===== config.mk =====
export PLATFORM = sky130hd
export DESIGN_NAME = dom_gadget_scheduler
export DESIGN_NICKNAME = d
export VERILOG_FILES = /design/src/rtl/dom_sched_pkg.sv /design/src/rtl/dom_and_gadget.sv /design/src/rtl/dom_gadget_scheduler.sv
export SDC_FILE = /design/constraint.sdc
export NUM_CORES = 1
export LEC_CHECK = 0
export CORE_MARGIN = 10
export CORE_UTILIZATION = 40
export CTS_CLUSTER_SIZE = 30
export DETAILED_ROUTE_END_ITERATION = 7
export GPL_ROUTABILITY_DRIVEN = 0
export HOLD_SLACK_MARGIN = 0.03
export PLACE_DENSITY = 0.89
export SLEW_MARGIN = 20
export SYNTH_ARGS = -nofsm -noshare
export SYNTH_HDL_FRONTEND = slang
export SYNTH_SLANG_ARGS = --single-unit

===== constraint.sdc =====
create_clock -name clk -period 3.2 [get_ports clk]
set_input_delay 0.96 -clock clk [delete_from_list [all_inputs] [get_ports clk]]
set_output_delay 0.96 -clock clk [all_outputs]
set_load 0.02 [all_outputs]

===== src/rtl/dom_sched_pkg.sv =====
// Shared types and width helpers for the DOM gadget scheduler and its masked AND gadget.
package dom_sched_pkg;

  typedef enum logic {
    RUN   = 1'b0,
    DRAIN = 1'b1
  } state_e;

  function automatic int clog2(input int n);
    int r;
    int v;
    r = 0;
    v = n - 1;
    while (v > 0) begin
      r++;
      v = v >> 1;
    end
    return (r == 0) ? 1 : r;
  endfunction

  // Fresh random bits per op: one W-bit word per unordered share pair.
  function automatic int rw_bits(input int shares, input int w);
    return w * shares * (shares - 1) / 2;
  endfunction

  // Dense index of share pair (i,j), i<j, into the randomness word.
  function automatic int pair_idx(input int i, input int j, input int shares);
    return i * shares - i * (i + 1) / 2 + (j - i - 1);
  endfunction

endpackage


===== src/rtl/dom_and_gadget.sv =====
// Pipelined DOM-indep AND gadget: registered inner/cross-domain terms with pairwise refresh,
// compressed per domain after the register, then LAT-1 further output stages.
module dom_and_gadget
  import dom_sched_pkg::*;
#(
  parameter int SHARES = 2,
  parameter int W      = 8,
  parameter int LAT    = 1,
  localparam int RW    = rw_bits(SHARES, W)
) (
  input  logic                clk,
  input  logic                rst,
  input  logic [SHARES*W-1:0] a_i,
  input  logic [SHARES*W-1:0] b_i,
  input  logic [RW-1:0]       rnd_i,
  output logic [SHARES*W-1:0] c_o
);

  logic [W-1:0] term_d [SHARES][SHARES];
  logic [W-1:0] term_q [SHARES][SHARES];
  logic [SHARES*W-1:0] comp;

  for (genvar i = 0; i < SHARES; i++) begin : g_row
    for (genvar j = 0; j < SHARES; j++) begin : g_col
      if (i == j) begin : g_inner
        assign term_d[i][j] = a_i[i*W +: W] & b_i[j*W +: W];
      end else if (i < j) begin : g_upper
        assign term_d[i][j] = (a_i[i*W +: W] & b_i[j*W +: W]) ^ rnd_i[pair_idx(i, j, SHARES)*W +: W];
      end else begin : g_lower
        assign term_d[i][j] = (a_i[i*W +: W] & b_i[j*W +: W]) ^ rnd_i[pair_idx(j, i, SHARES)*W +: W];
      end
    end
  end

  // NOTE: datapath registers are reset here only so the result bus reads 0 out of reset;
  // a pure data pipe could skip the reset and save the reset fan-out.
  always_ff @(posedge clk) begin
    if (rst) begin
      term_q <= '{default: '0};
    end else begin
      term_q <= term_d;
    end
  end

  // NOTE: every variable assigned in always_comb gets a default first, so no latch is inferred.
  always_comb begin
    comp = '0;
    for (int i = 0; i < SHARES; i++) begin
      for (int j = 0; j < SHARES; j++) begin
        comp[i*W +: W] = comp[i*W +: W] ^ term_q[i][j];
      end
    end
  end

  if (LAT > 1) begin : g_out_pipe
    logic [SHARES*W-1:0] pipe_q [LAT-1];
    always_ff @(posedge clk) begin
      if (rst) begin
        pipe_q <= '{default: '0};
      end else begin
        pipe_q[0] <= comp;
        for (int k = 1; k < LAT - 1; k++) pipe_q[k] <= pipe_q[k-1];
      end
    end
    assign c_o = pipe_q[LAT-2];
  end else begin : g_out_direct
    assign c_o = comp;
  end

endmodule


===== src/rtl/dom_gadget_scheduler.sv =====
// Round-robin scheduler sharing one DOM-AND gadget among NREQ masked requesters.
// Optional BURST_LOCK_EN adds req_lock: a locked grantee keeps the round-robin pointer.
module dom_gadget_scheduler
  import dom_sched_pkg::*;
#(
  parameter int NREQ   = 4,
  parameter int SHARES = 2,
  parameter int W      = 8,
  parameter int LAT    = 1,
  localparam int RW    = rw_bits(SHARES, W),
  localparam int IDW   = clog2(NREQ),
  localparam int OW    = SHARES * W
) (
  input  logic               clk,
  input  logic               rst,
  input  logic [NREQ-1:0]    req_valid,
  output logic [NREQ-1:0]    req_ready,
  input  logic [NREQ*OW-1:0] req_a,
  input  logic [NREQ*OW-1:0] req_b,
  input  logic               rnd_valid,
  output logic               rnd_ready,
  input  logic [RW-1:0]      rnd_data,
  input  logic               halt,
  output logic               idle,
  output logic               rsp_valid,
  output logic [IDW-1:0]     rsp_id,
  output logic [OW-1:0]      rsp_data,
  output logic [15:0]        stall_cnt
`ifdef BURST_LOCK_EN
  ,
  input  logic [NREQ-1:0]    req_lock
`endif
);

  state_e         state_q;
  logic [IDW-1:0] rr_ptr_q, rr_ptr_d;
  logic [OW-1:0]  a_q, b_q;
  logic [RW-1:0]  r_q;
  logic [LAT:0]   vld_q;
  logic [IDW-1:0] id_q [LAT+1];
  logic [15:0]    stall_cnt_q;

  logic           grant_found;
  logic [IDW-1:0] grant_idx;
  logic           issue;
  int             scan_idx;

  always_comb begin
    grant_found = 1'b0;
    grant_idx   = '0;
    scan_idx    = 0;
    for (int k = 0; k < NREQ; k++) begin
      scan_idx = int'(rr_ptr_q) + k;
      if (scan_idx >= NREQ) scan_idx = scan_idx - NREQ;
      if (!grant_found && req_valid[scan_idx]) begin
        grant_found = 1'b1;
        grant_idx   = IDW'(scan_idx);
      end
    end
  end

  // halt beats a pending issue in the same cycle; reset also blocks grants.
  assign issue = !rst && (state_q == RUN) && grant_found && rnd_valid && !halt;

  always_comb begin
    req_ready = '0;
    if (issue) req_ready[grant_idx] = 1'b1;
  end

  always_comb begin
    rr_ptr_d = (grant_idx == IDW'(NREQ - 1)) ? '0 : grant_idx + 1'b1;
`ifdef BURST_LOCK_EN
    if (req_lock[grant_idx]) rr_ptr_d = grant_idx;
`endif
  end

  assign rnd_ready = issue;
  assign idle      = ~|vld_q & ~issue;
  assign rsp_valid = vld_q[LAT];
  assign rsp_id    = id_q[LAT];
  assign stall_cnt = stall_cnt_q;

  // NOTE: sequential state uses non-blocking assignments only, so every register samples
  // pre-edge values regardless of statement order.
  always_ff @(posedge clk) begin
    if (rst) begin
      state_q     <= RUN;
      rr_ptr_q    <= '0;
      a_q         <= '0;
      b_q         <= '0;
      r_q         <= '0;
      vld_q       <= '0;
      id_q        <= '{default: '0};
      stall_cnt_q <= '0;
    end else begin
      vld_q <= {vld_q[LAT-1:0], issue};
      for (int k = 1; k <= LAT; k++) id_q[k] <= id_q[k-1];

      // Operand regs only load on issue, so the gadget inputs never toggle otherwise.
      if (issue) begin
        a_q      <= req_a[int'(grant_idx)*OW +: OW];
        b_q      <= req_b[int'(grant_idx)*OW +: OW];
        r_q      <= rnd_data;
        id_q[0]  <= grant_idx;
        rr_ptr_q <= rr_ptr_d;
      end

      case (state_q)
        RUN:     if (halt) state_q <= DRAIN;
        DRAIN:   if (!halt && !(|vld_q)) state_q <= RUN;
        default: state_q <= RUN;
      endcase

      if ((state_q == RUN) && !halt && (|req_valid) && !rnd_valid && (stall_cnt_q != 16'hFFFF))
        stall_cnt_q <= stall_cnt_q + 16'd1;
    end
  end

  dom_and_gadget #(
    .SHARES(SHARES),
    .W     (W),
    .LAT   (LAT)
  ) u_gadget (
    .clk  (clk),
    .rst  (rst),
    .a_i  (a_q),
    .b_i  (b_q),
    .rnd_i(r_q),
    .c_o  (rsp_data)
  );

endmodule


==> Word-level counts from Yosys, hierarchy flattened <==
Index checks and enable logic that the tools add are counted.
{ "classes": {"muxes": 31, "add_sub_neg": 9, "n_eq_ne": 2, "n_lt_le_gt_ge": 10, "shift": 2, "n_reduce_logical": 22, "n_bitwise": 11} }
{ "op_table": {"columns": ["cell", "count"], "rows": [
  ["$lt A32 B4 Y1 const B", 4],
  ["$mux W32", 4],
  ["$shiftx A64 B7 Y16", 2],
  ["$and A8 B8 Y8", 4],
  ["$xor A8 B8 Y8", 4],
  ["$add A16 B1 Y16 const B", 1],
  ["$ne A16 B16 Y1 const B", 1],
  ["$mux W1", 15],
  ["$logic_and A1 B1 Y1", 13],
  ["$sub A3 B3 Y4 const B", 3],
  ["$mux W2", 5],
  ["$ge A3 B3 Y1 const B", 3],
  ["$bmux W1 S2", 4],
  ["$logic_not A1 Y1", 7],
  ["$add A2 B2 Y3 const B", 2],
  ["$mux W4", 1],
  ["$reduce_or A4 Y1", 1],
  ["$sub A2 B3 Y4 const B", 1],
  ["$add A2 B1 Y3 const B", 1],
  ["$ge A2 B3 Y1 const B", 1],
  ["$lt A2 B3 Y1 const B", 1],
  ["$add A2 B1 Y2 const B", 1],
  ["$demux W1 S2", 1],
  ["$eq A2 B2 Y1 const B", 1],
  ["other kinds (5)", 6]
]} }
{ "totals": {"regBits": 97, "in_bits": 144, "output_inout_bits": 41} }

==> Logic depth before layout (Yosys ltp) <==
{ "logic_depth": {"ltp_word": 20, "ltp_mapped": 9} }

==> Cells and area by module <==
A second synthesis with hierarchy kept.
{ "unflattened": {"hier_cells": 496, "hier_area_um2": 4982.3} }
{ "modules_own_cells": {"columns": ["module", "cells_each", "n_inst", "area_each_um2"], "rows": [
  ["dom_gadget_scheduler", 365, 1, 3747.3],
  ["dom_and_gadget", 131, 1, 1234.9]
]} }

==> Worst setup path after synthesis <==
OpenSTA, ideal clock, no wires.
{ "synth_timing": {"kind": "input -> output", "start": "in req_valid[1]", "end": "out idle", "t_arrival_ps": 2287, "slack_ps": -47, "n_path_buf": 1, "path_stages": 6, "required_time_ps": 2240, "cell_sequence": "nor4_4 > nor4b_4 > nand2b_4 > inv_4 > buf_2 > nor3_1"} }
{ "synth_via": {"elab_chain_len": 18} }
{ "synth_lines": {"columns": ["element", "line_no", "source"], "rows": [
  ["start, declared", "dom_gadget_scheduler.sv:16", "input logic [NREQ-1:0] req_valid,"],
  ["$bmux W1 S2", "dom_gadget_scheduler.sv:55", "if (!grant_found && req_valid[scan_idx]) begin"],
  ["$mux W1 (implied by the code) (2 in a row)", "dom_gadget_scheduler.sv:55", null],
  ["$mux W1", "dom_gadget_scheduler.sv:55", null],
  ["$logic_not A1 Y1", "dom_gadget_scheduler.sv:55", null],
  ["$logic_and A1 B1 Y1", "dom_gadget_scheduler.sv:55", null],
  ["$mux W1", "dom_gadget_scheduler.sv:55", null],
  ["$logic_not A1 Y1", "dom_gadget_scheduler.sv:55", null],
  ["$logic_and A1 B1 Y1", "dom_gadget_scheduler.sv:55", null],
  ["$mux W1", "dom_gadget_scheduler.sv:55", null],
  ["$logic_not A1 Y1", "dom_gadget_scheduler.sv:55", null],
  ["$logic_and A1 B1 Y1", "dom_gadget_scheduler.sv:55", null],
  ["$mux W1 *", "dom_gadget_scheduler.sv:55", null],
  ["$logic_and A1 B1 Y1 * (3 in a row)", "dom_gadget_scheduler.sv:63", "assign issue = !rst && (state_q == RUN) && grant_found && rnd_valid && !halt;"],
  ["via rnd_ready", "dom_gadget_scheduler.sv:21", "output logic rnd_ready,"],
  ["$not A1 Y1 *", "dom_gadget_scheduler.sv:78", "assign idle = ~|vld_q & ~issue;"],
  ["$and A1 B1 Y1 *", "dom_gadget_scheduler.sv:78", null],
  ["end, declared", "dom_gadget_scheduler.sv:24", "output logic idle,"]
]} }
The timed path passes the listed nets; every way through them passes the cells marked *. The select of a mux whose other input is x is not followed.

==> Worst setup path in the final report <==
{ "layout_timing": {"start": "in req_valid[2]", "end": "out req_ready[3]"} }
{ "layout_via": {"elab_chain_len": 18} }
{ "layout_lines": {"columns": ["element", "line_no", "source"], "rows": [
  ["$bmux W1 S2", "dom_gadget_scheduler.sv:55", null],
  ["$mux W1 (implied by the code) (2 in a row)", "dom_gadget_scheduler.sv:55", null],
  ["$mux W1", "dom_gadget_scheduler.sv:55", null],
  ["$logic_not A1 Y1", "dom_gadget_scheduler.sv:55", null],
  ["$logic_and A1 B1 Y1", "dom_gadget_scheduler.sv:55", null],
  ["$mux W1", "dom_gadget_scheduler.sv:55", null],
  ["$logic_not A1 Y1", "dom_gadget_scheduler.sv:55", null],
  ["$logic_and A1 B1 Y1", "dom_gadget_scheduler.sv:55", null],
  ["[2 not listed]", null, null],
  ["$logic_and A1 B1 Y1", "dom_gadget_scheduler.sv:55", null],
  ["$mux W2 *", "dom_gadget_scheduler.sv:55", null],
  ["via grant_idx[1]", "dom_gadget_scheduler.sv:44", "logic [IDW-1:0] grant_idx;"],
  ["$lt A2 B3 Y1 (implied by the code) or $ge A2 B1 Y1 (tied branches)", "dom_gadget_scheduler.sv:67", "if (issue) req_ready[grant_idx] = 1'b1;"],
  ["$logic_and A1 B1 Y1 (implied by the code)", "dom_gadget_scheduler.sv:67", null],
  ["$mux W1 (implied by the code)", "dom_gadget_scheduler.sv:67", null],
  ["$demux W1 S2 *", "dom_gadget_scheduler.sv:67", null],
  ["$mux W4 *", "dom_gadget_scheduler.sv:67", null],
  ["end, declared", "dom_gadget_scheduler.sv:17", "output logic [NREQ-1:0] req_ready,"]
]} }
Marked as above.

==> summary.txt <==
Worst VDD drop -> 324.5 uV
area of the multi-input gates -> 2569 um^2
WL final -> 14.91 mm
crit start category -> input pin
Hold-fix buffers, CTS -> 0
clock skew -> 0.007353 ns
I/O pin cnt -> 185
Hold Path End -> u_gadget.term_q[7]
synthesized area -> 4641 um^2
dpl cells -> 806
Via density -> 5.124
Max Cap Viol -> 0
initial antenna violation count -> 0
Slew Limit Headroom -> 38.85%
Period Utilization, post-route -> 100.7%
worst slew pin tran -> 0.9172 ns
maximum fanout along the worst path -> 3
first-pass GRT wire length -> 23.10 mm
Reg clk slew, reported paths -> 0.07 ns
Worst Reg-to-Reg Cells -> 7
status -> finished with violations
post-route ant nets -> 0
WP data arrival -> 2.26 ns
share of cells above drive strength 1 -> 14.98%
Vias -> 4325
DRT Pass-1 Iters -> 4
critical path class -> input pin to output pin
setup ws final -> -0.02085 ns
RSZ-0062 raised after global routing -> yes
synth top area cells -> dfxtp_1 (42%), mux2i_1 (14%), xor2_1 (7.4%)
fill count -> 875
Placement Setup Slack -> -0.8539 ns
Worst Path Required -> 2.24 ns
CTS buffer count -> 9
Avg Inst Size Synth -> 9.490 um^2
input/output buffers -> 184
GRT Util Overall -> 17.30%
YS warnings -> 0
Clk Latency, worst-skew pair -> 0.33 ns
area growth from synthesis to layout -> 54.52%
Syn Nets -> 638
die area -> 16310 um^2
FMAX -> 310.5 MHz
cell taking the most area after synthesis -> dfxtp_1
failing checks -> negative setup slack
CTS root buffer -> clkbuf_16
Initial Util -> 40.82%
Die Y -> 127.7 um
core area -> 11370 um^2
R2R Setup Slk -> 0.73 ns
FF+latch area -> 1942 um^2
Leakage -> 0.002862 uW
Tmin final -> 3.221 ns
Layout Nets -> 845
largest net degree at the start of global routing -> 65
CTS tree -> yes
WHS Path Cells -> 2
Synth Flop Type -> dfxtp_1
Die W -> 127.7 um
final number of setup-violating endpoints -> 4
vias in the first global route -> 4687
Final Hold Fails -> 0
register bit count reported by yosys -> 97
Clock Path Buffers -> 2
Non-Filler Instances -> 844
Post-Synthesis Cells -> 489
drt initial violations -> 251
Final HPWL DP -> 11.40 mm
Slew Limit Fails -> 0
Reg2Reg Capture Point -> a_q[12]
top cell type's share of synthesized area -> 41.84%
Crit Reg-Reg Startpoint -> rr_ptr_q[0]
residual DRC count -> 0
CP Capture Type -> output pin
Hold Path Class -> register to register
GRT overflow -> 0
wire per inst -> 17.67 um
sequential share of the synthesized area -> 41.84%
hold path start -> b_q[15]
Post-synth EDFFs -> 0
PwrDens -> 388.8 nW/um^2
row count -> 39
post-synth cell types -> 51
Post-synth ARST share -> 0%
H-tree Lvls -> 3
# diodes -> 0
clk sink count -> 97
==> power by group <==
part           switching, uW  total [uW]  internal [uW]
Combinational            195         496            301
Sequential              35.6        1280           1250
Clock                    475        1010            535
==> metrics by stage <==
stage               power (uW)  utilization [%]  hold slack, ns  TNS (ns)  area [um^2]
detailed placement        1776            58.56          0.4409    -10.21         6658
floorplan                 1525                -          0.4230         0         4651
global placement          1761            58.56          0.4395    -5.417         6658
CTS                       2800            62.34          0.4479         0         7088
global route              2900            63.07          0.4680   -0.2262         7171
finish                    2788            63.07          0.4441  -0.04864         7171
==> layout by cell type, fill, tap and decap left out, drive strengths merged, types with 8 or more instances in the layout <==
cell type,n
buf,49
o221ai,32
nor2,53
a21oi,12
dfxtp,97
xor2,39
clkbuf,10
nand2,89
clkdlybuf4s50,172
mux2i,64
nor2b,8
==> flip-flops by register name, indices dropped and copies added (netlist names) <==
signal,count
a_q,16
u_gadget.term_q,32
stall_cnt,16
vld_q,2
id_q,2
state_q,1
rsp_id,2
b_q,16
r_q,8
rr_ptr_q,2
==> layer usage <==
layer | up-vias | part of all wire (%) | track usage, %
met3 | 49 | 5.1 | 4.053
met5 | - | 0 | 0
met4 | 0 | 4.3 | 8.742
met1 | 2008 | 39 | 18.57
met2 | 153 | 51 | 31.04
li1 | 2115 | - | -
==> cell families after synthesis <==
kind of cell,synth area share [%]
AO/OA/AOI/OAI,9.922
AND/OR/NAND/NOR,19.79
multiplexers,14.05
XOR/XNOR,8.493
adder cells (fa/ha/maj),1.348
buffers and inverters,4.556
flip-flops,41.84
==> worst max-delay path, cell delays in order <==
cell,delay (ns)
buf_6,0.10
nor2b_4,0.12
a21boi_2,0.15
o32ai_2,0.28
buf_4,0.18
inv_4,0.05
ha_4,0.15
and2_4,0.14
buf_6,0.13
==> how the worst max path moves through the flow <==
stage | from | end | slack, ns | depth (start not counted)
4_1_cts | req_valid[2] | req_ready[3] | 0.002 | 9
2_1_floorplan | req_valid[2] | req_ready[0] | 0.02 | 9
5_1_grt | rnd_valid | req_ready[1] | -0.05 | 6
6_report | req_valid[2] | req_ready[3] | -0.02 | 9
3_5_place_dp | req_valid[2] | req_ready[2] | -0.85 | 8
3_3_place_gp | req_valid[2] | req_ready[0] | -0.73 | 7
==> Yosys cell counts (all sizes together), types with 6 or more instances <==
library cell   n
nand3          7
nand2         89
a21oi         12
nor3           7
o221ai        32
nor2          53
dfxtp         97
xnor2          6
mux2i         64
clkbuf         6
buf           22
xor2          39
nor2b          8
nand4          6
==> area by class of cell <==
class / instances / area share [%]
Multi-Input combinational cell: 359 / 35.82
Timing Repair Buffer: 224 / 30.29
Sequential cell: 97 / 27.08
Clock buffer: 9 / 3.141
Tap cell: 143 / 2.495
Clock inverter: 7 / 0.7678
Inverter: 5 / 0.4013
==> what timing repair did <==
| item | CTS | global route |
|---|---|---|
| pin swaps | 5 | 4 |
| setup buffers | 16 | 6 |
| setup endpoints to repair | 6 | 6 |
| resized for setup | 55 | 11 |
Power figures use the tool's default switching activity.
